### src/rtl/sync_fifo_arb_pkg.sv
// sync_fifo_arb_pkg: shared types, widths and helpers for the sync_fifo write arbiter.
// Contents:
//   arb_state_t - arbiter FSM state (IDLE: no grant, BURST: grant active)
//   CNT_W       - width of the burst length / burst counter (matches cfg_burst)
//   rr_next     - round-robin successor of a requester index
package sync_fifo_arb_pkg;

    typedef enum logic {IDLE, BURST} arb_state_t;

    localparam int CNT_W = 4;

    function automatic int rr_next(input int ptr, input int nreq);
        return (ptr + 1) % nreq;
    endfunction

endpackage

### src/rtl/rr_pick.sv
// rr_pick: combinational round-robin priority picker.
// Ports:
//   req_i  - request vector, one bit per requester
//   ptr_i  - index with highest priority this round
//   pick_o - first set request at or after ptr_i, wrapping
//   any_o  - at least one request is set
module rr_pick #(
    parameter int NREQ = 4,
    parameter int IW   = $clog2(NREQ)
) (
    input  logic [NREQ-1:0] req_i,
    input  logic [IW-1:0]   ptr_i,
    output logic [IW-1:0]   pick_o,
    output logic            any_o
);

    logic [IW-1:0] idx;

    // Scan from the farthest offset back to ptr_i so the nearest set bit wins.
    always_comb begin
        pick_o = '0;
        idx    = '0;
        for (int k = NREQ - 1; k >= 0; k--) begin
            idx    = IW'((int'(ptr_i) + k) % NREQ);
            pick_o = req_i[idx] ? idx : pick_o;
        end
    end

    assign any_o = |req_i;

endmodule

### src/rtl/sync_fifo_wr_arb.sv
// sync_fifo_wr_arb: round-robin burst arbiter sharing one sync_fifo write port among NREQ producers.
// Ports:
//   clk, rst_n  - clock, asynchronous active-high reset (asserted when rst_n=1)
//   req_vld     - per-requester valid; req_dat holds requester i at [i*BITWID +: BITWID]
//   req_rdy     - per-requester ready (combinational, only the granted bit can be set)
//   cfg_burst   - max words per grant, 0 treated as 1, sampled when a grant starts
//   fifo_num    - FIFO occupancy from sync_fifo
//   fifo_wr     - registered FIFO write strobe, fifo_wr_dat its data
//   grant_vld   - grant active, grant_id current or last granted requester
module sync_fifo_wr_arb
    import sync_fifo_arb_pkg::*;
#(
    parameter int NREQ    = 4,
    parameter int BITWID  = 5,
    parameter int DEEPWID = 3,
    parameter int DEEP    = 8
) (
    input  logic                     clk,
    input  logic                     rst_n,
    input  logic [NREQ-1:0]          req_vld,
    input  logic [NREQ*BITWID-1:0]   req_dat,
    output logic [NREQ-1:0]          req_rdy,
    input  logic [3:0]               cfg_burst,
    input  logic [DEEPWID:0]         fifo_num,
    output logic                     fifo_wr,
    output logic [BITWID-1:0]        fifo_wr_dat,
    output logic                     grant_vld,
    output logic [$clog2(NREQ)-1:0]  grant_id
);

    localparam int IW = $clog2(NREQ);

    arb_state_t        state_q;
    logic [IW-1:0]     rr_ptr_q, grant_id_q, pick;
    logic [CNT_W-1:0]  burst_len_q, burst_cnt_q, burst_len_d;
    logic              fifo_wr_q;
    logic [BITWID-1:0] fifo_wr_dat_q;
    logic              any, in_burst, space_ok, xfer, last;
    logic [DEEPWID+1:0] occ;

    rr_pick #(.NREQ(NREQ), .IW(IW)) u_pick (
        .req_i  (req_vld),
        .ptr_i  (rr_ptr_q),
        .pick_o (pick),
        .any_o  (any)
    );

    // The registered write is captured by the FIFO this edge but not yet in fifo_num.
    assign occ         = {1'b0, fifo_num} + (DEEPWID+2)'(fifo_wr_q);
    assign space_ok    = occ < (DEEPWID+2)'(DEEP);
    assign in_burst    = state_q == BURST;
    assign req_rdy     = (in_burst && space_ok) ? NREQ'(1) << grant_id_q : '0;
    assign xfer        = in_burst && req_vld[grant_id_q] && space_ok;
    assign last        = xfer && (burst_cnt_q + CNT_W'(1) == burst_len_q);
    assign burst_len_d = (cfg_burst == '0) ? CNT_W'(1) : cfg_burst;

    assign fifo_wr     = fifo_wr_q;
    assign fifo_wr_dat = fifo_wr_dat_q;
    assign grant_vld   = in_burst;
    assign grant_id    = grant_id_q;

    always_ff @(posedge clk or posedge rst_n) begin
        if (rst_n) begin
            state_q       <= IDLE;
            rr_ptr_q      <= '0;
            grant_id_q    <= '0;
            burst_len_q   <= '0;
            burst_cnt_q   <= '0;
            fifo_wr_q     <= 1'b0;
            fifo_wr_dat_q <= '0;
        end else begin
            fifo_wr_q <= xfer;
            if (xfer) fifo_wr_dat_q <= req_dat[grant_id_q*BITWID +: BITWID];
            if (state_q == IDLE) begin
                if (any) begin
                    state_q     <= BURST;
                    grant_id_q  <= pick;
                    burst_len_q <= burst_len_d;
                    burst_cnt_q <= '0;
                end
            end else if (last || !req_vld[grant_id_q]) begin
                state_q  <= IDLE;
                rr_ptr_q <= IW'(rr_next(int'(grant_id_q), NREQ));
            end else if (xfer) begin
                burst_cnt_q <= burst_cnt_q + CNT_W'(1);
            end
        end
    end

endmodule
### config.mk
export PLATFORM = sky130hd
export DESIGN_NAME = sync_fifo_wr_arb
export DESIGN_NICKNAME = d
export VERILOG_FILES = /design/src/rtl/sync_fifo_arb_pkg.sv /design/src/rtl/rr_pick.sv /design/src/rtl/sync_fifo_wr_arb.sv
export SDC_FILE = /design/constraint.sdc
export NUM_CORES = 1
export LEC_CHECK = 0
export CAP_MARGIN = 10
export CORE_MARGIN = 2
export CORE_UTILIZATION = 47
export CTS_CLUSTER_SIZE = 28
export DETAILED_ROUTE_END_ITERATION = 10
export GPL_TIMING_DRIVEN = 0
export PLACE_DENSITY = 0.95
export SYNTH_ARGS = -nofsm -noshare
export SYNTH_HDL_FRONTEND = slang
export SYNTH_SLANG_ARGS = --single-unit
export TNS_END_PERCENT = 10
### constraint.sdc
create_clock -name clk -period 4.1 [get_ports clk]
set_input_delay 0.82 -clock clk [delete_from_list [all_inputs] [get_ports clk]]
set_output_delay 0.82 -clock clk [all_outputs]
set_load 0.05 [all_outputs]
After elaboration in Yosys (flattened, before gate mapping)
Index checks and enable logic that the tools add are counted.
{"block": "word_totals", "register_bits": 19, "latch_bits": 0, "mem_bits_rw": 0, "mem_bits_ro": 0, "out_inout_bits": 13, "n_memories": 0}
{"block": "classes", "add_sub_neg": 6, "mul": 1, "div": 0, "order_cmp": 6, "n_eq_ne": 3, "shifts": 2, "muxes": 23, "bitwise": 1, "reduce_logical": 12}
{"operator": "$mux 4", "count": 6}
{"operator": "$shiftx 20x6->5", "count": 1}
{"operator": "$lt 2x3->1 const B", "count": 5}
{"operator": "$bmux 1 s2", "count": 5}
{"operator": "$mux 1", "count": 8}
{"operator": "$mux 2", "count": 4}
{"operator": "$add 4x1->5", "count": 1}
{"operator": "$lt 5x4->1 const B", "count": 1}
{"operator": "$mul 2x3->5 const B", "count": 1}
{"operator": "$add 2x1->2 const B", "count": 2}
{"operator": "$add 2x2->2 const B", "count": 2}
{"operator": "$add 4x1->4 const B", "count": 1}
{"operator": "$eq 4x4->1", "count": 1}
{"operator": "$logic_and 1x1->1", "count": 4}
{"operator": "$logic_not 4->1", "count": 1}
{"operator": "$reduce_and 2->1", "count": 2}
{"operator": "$reduce_or 4->1", "count": 1}
{"operator": "$shl 1x2->4 const A", "count": 1}
{"operator": "$reduce_and 3->1", "count": 1}
{"operator": "$ne 2x1->1 const B", "count": 1}
{"operator": "$ne 2x2->1 const B", "count": 1}
{"operator": "$reduce_bool 2->1", "count": 1}
{"operator": "$logic_not 1->1", "count": 1}
{"operator": "$logic_or 1x1->1", "count": 1}
{"operator": "$not 1->1", "count": 1}

Logic depth before layout (Yosys ltp)
{"block": "logic_depth", "ltp_word": 8, "mapped_depth": 7}

By module
A second synthesis with hierarchy kept.
{"block": "hier_totals", "cells_unflattened": 130, "area_unflattened_um2": 1285.0}
{"mod": "sync_fifo_wr_arb", "instances": 1, "cells_per_inst": 115, "area_per_inst_um2": 1203.7, "seq_area_each_um2": 475.5}
{"mod": "rr_pick", "instances": 1, "cells_per_inst": 15, "area_per_inst_um2": 81.3, "seq_area_each_um2": 0.0}

Worst setup path before layout
Ideal clock, no wire load.
{"block": "synth_path", "path_kind": "register to output", "from": "reg grant_id_q[0] (netlist: grant_id[0])", "to": "out req_rdy[2]", "arrival_ns": 1.515, "path_slack_ns": 1.765, "path_stages_with_launch": 5, "cell_sequence": "dfrtp_1 clkbuf_8 inv_1 ha_1 and3_1"}
{"block": "synth_between", "elab_chain_cells": 2}
{"element": "start, declared", "line": "sync_fifo_wr_arb.sv:34", "source": "logic [IW-1:0] rr_ptr_q, grant_id_q, pick;"}
{"element": "start signal, assigned", "line": "sync_fifo_wr_arb.sv:77", "source": "grant_id_q <= pick;"}
{"element": "$shl 1x2->4", "line": "sync_fifo_wr_arb.sv:52", "source": "assign req_rdy = (in_burst && space_ok) ? NREQ'(1) << grant_id_q : '0;"}
{"element": "$mux 4", "line": "sync_fifo_wr_arb.sv:52"}
{"element": "end, declared", "line": "sync_fifo_wr_arb.sv:22", "source": "output logic [NREQ-1:0] req_rdy,"}
No other way between the ends.

Final worst setup path
{"block": "layout_path", "from": "in fifo_num[0]", "to": "out req_rdy[0]"}
{"block": "layout_between", "elab_chain_cells": 4}
{"element": "start, declared", "line": "sync_fifo_wr_arb.sv:24", "source": "input logic [DEEPWID:0] fifo_num,"}
{"element": "$add 4x1->5", "line": "sync_fifo_wr_arb.sv:49", "source": "assign occ = {1'b0, fifo_num} + (DEEPWID+2)'(fifo_wr_q);"}
{"element": "$lt 5x4->1", "line": "sync_fifo_wr_arb.sv:50", "source": "assign space_ok = occ < (DEEPWID+2)'(DEEP);"}
{"element": "$logic_and 1x1->1", "line": "sync_fifo_wr_arb.sv:52"}
{"element": "$mux 4", "line": "sync_fifo_wr_arb.sv:52"}
No other way between the ends.

==> results.cfg <==
[synth]
synth_nets = 150
synth_area_leaders = dfrtp_1 38%, mux4_1 13%, nand2_1 6.0%
synth_top_flop_cell = dfrtp_1
syn_avg_cell_area_sq_um = 11.2
synth-edff-count = 0
yosysWarnings = 0
seq_area_frac_synth_pct = 38.3
synth_top_cell_area_share_pct = 38.3
synth_seq_cells = 19
ys_async_sr_fraction_pct = 100
netlist_instances = 111
yosysUniqueCellTypes = 34
synth_area_sq_mm = 0.00124
synth_top_area_cell = dfrtp_1

[global_route]
antenna_found_initial = 0
grt_usage_pct = 24.5
grt-ovfl-total = 0
grt_pass1_wl_mm = 5.69
grt_max_degree = 20
grt_pass1_vias = 1185

[sta]
max_slew_margin_pct = 48.6
max_freq_mhz = 300
worst_pin_slew_ps = 764
fin_tns_setup_ps = 0
rsz0062_at_grt = false
fin_crit_sh_pct = 81.2
setup_viol = 0
min_period_ps = 3330
drv_slew = 0
hold_violations = 0
skew_ps = 2.15

[floorplanning]
fp.dieArea_sq_mm = 0.00307
io_pins = 47
fp.coreArea_sq_mm = 0.00250
die-width_microns = 55.4
initial_core_util_pct = 49.7
die_h_microns = 55.4
row_count = 18

[min_path]
hold_depth = 2
hold_class = reg2reg

[critical_path]
start_kind = input pin
path_max_fanout = 6
ff2ff_path_depth = 6
crit_required_ps = 3280
end_kind = primary output
cp.arrival_ps = 2510
crit_type = in2out

[cells_and_area]
drive_gt1_share_pct = 12.4
num-nets-final = 201
antennaDiodeCount = 0
syn2layout_area_growth_pct = 42.3
fillers = 170
final_cell_area_sq_mm = 0.00177

[pwr]
peakVddDrop_mv = 0.518
leakagePower_uw = 0.000791
p_per_area_mw_per_mm2 = 678

[route]
dr.pass1.iters = 4
via_count = 1087
ant_nets = 0
drt_iter0_drc = 62
route.detailed.drc = 0
viasPerCell = 5.69
wl_mm = 3.51
wl_per_cell_microns = 18.4

[run]
cap_violations = 0

[outcome]
run_status = finished clean

[clock_tree]
cts.clk_slew.worst_paths_ps = 110
root_buffer = clkbuf_4
cts_buffers = 3
clock-sinks = 19
postCtsSetupBuffers = 0
clock_latency_ps = 300
cts_tree = built
cts_buffer_depth = 2
post_cts_resized = 0
cts_htree_levels = 1
hold_buffers = 0

[placed_design]
dp_hpwl_mm = 2.87
dpl_cell_area_sq_mm = 0.00174
io_buffers = 46
gp_congestion = 0.794
==> critical path, stage by stage <==
cell and delay (ps):
clkdlybuf4s50_1 460, nand4_1 220, and3_1 270, clkdlybuf4s50_1 730
==> sequential cells by signal, summed over array words and instances, names as in the netlist <==
register     count
burst_len_q      4
burst_cnt_q      4
fifo_wr_dat      5
grant_id         2
grant_vld        1
rr_ptr_q         2
fifo_wr          1
==> synthesized netlist by cell type (2+ instances only) <==
cell      count
nand2_1      20
dfrtp_1      19
inv_1         8
and3_1        6
mux4_1        6
o21ai_0       6
ha_1          5
mux2_2        5
nor2_1        4
xnor2_1       3
a21oi_1       2
buf_6         2
mux2_1        2
mux2i_1       2
o221ai_1      2
==> per-layer routing <==
layer	vias up	track usage (%)	wire length (microns)
met5	-	0	0
met4	0	11.5	99
met3	10	3.98	198
met2	58	47.1	1970
met1	521	25.3	1240
li1	498	-	-
==> metrics by stage <==
stage / power, uW / setup slack [ps] / utilization [%] / hold slack (ps) / instances
after floorplan: 861 / 1760 / - / 447 / 111
after global placement: 1060 / 849 / 69.6 / 469 / 187
after detailed placement: 1100 / 776 / 69.6 / 474 / 187
after CTS: 1200 / 776 / 70.7 / 500 / 191
after global routing: 1260 / 684 / 70.7 / 533 / 191
final: 1200 / 771 / 70.7 / 502 / 191
==> worst paths after layout <==
check	from	to	slack (ps)
worst max register to register	grant_id[0]	rr_ptr_q[0]	1940
min in group asynchronous	rst_n	fifo_wr_dat[0]	930
worst max-delay path	fifo_num[0]	req_rdy[0]	770
worst min-delay path	burst_len_q[2]	burst_len_q[2]	500
worst min register to register	burst_len_q[2]	burst_len_q[2]	500
max in group asynchronous	rst_n	fifo_wr_dat[3]	2710
==> cell type report <==
type	instances	area, sq um	share of cell area, %
multi-input combinational	80	697	39.4
sequential	19	475	26.9
timing repair buffer	46	460	26.0
buffer	4	40.0	2.26
tap	30	37.5	2.12
inverter	8	30.0	1.70
clock buffer	3	22.5	1.27
clock inverter	1	5.00	0.283
==> cells by family after synthesis <==
kind of cell / count (synthesis) / share of synthesized area, %
xor+xnor: 5 / 4.73
simple gates: 39 / 15.1
buf+inv: 12 / 5.64
fa+ha+maj: 5 / 5.04
mux: 16 / 22.5
flops: 19 / 38.3
compound gates: 15 / 8.76
==> report_power, final <==
group          switching (uW)  leakage [uW]  internal, uW  total [uW]
sequential               75.3      0.000235           269         345
clock                    62.6     0.0000177          36.4        99.1
combinational             425      0.000538           331         756
==> cells in the final DEF (no fill, tap or decap), drive strengths merged, types with 2 or more instances in the layout <==
cell type / count
nand2: 21
nor3: 2
clkdlybuf4s50: 46
o21ai: 7
inv: 8
buf: 2
o221ai: 2
mux2: 7
clkbuf: 5
mux4: 7
mux2i: 2
ha: 5
dfrtp: 19
nor2: 4
and3: 6
a21oi: 2
xnor2: 3
Note: power is estimated with default switching activity, not from simulation.
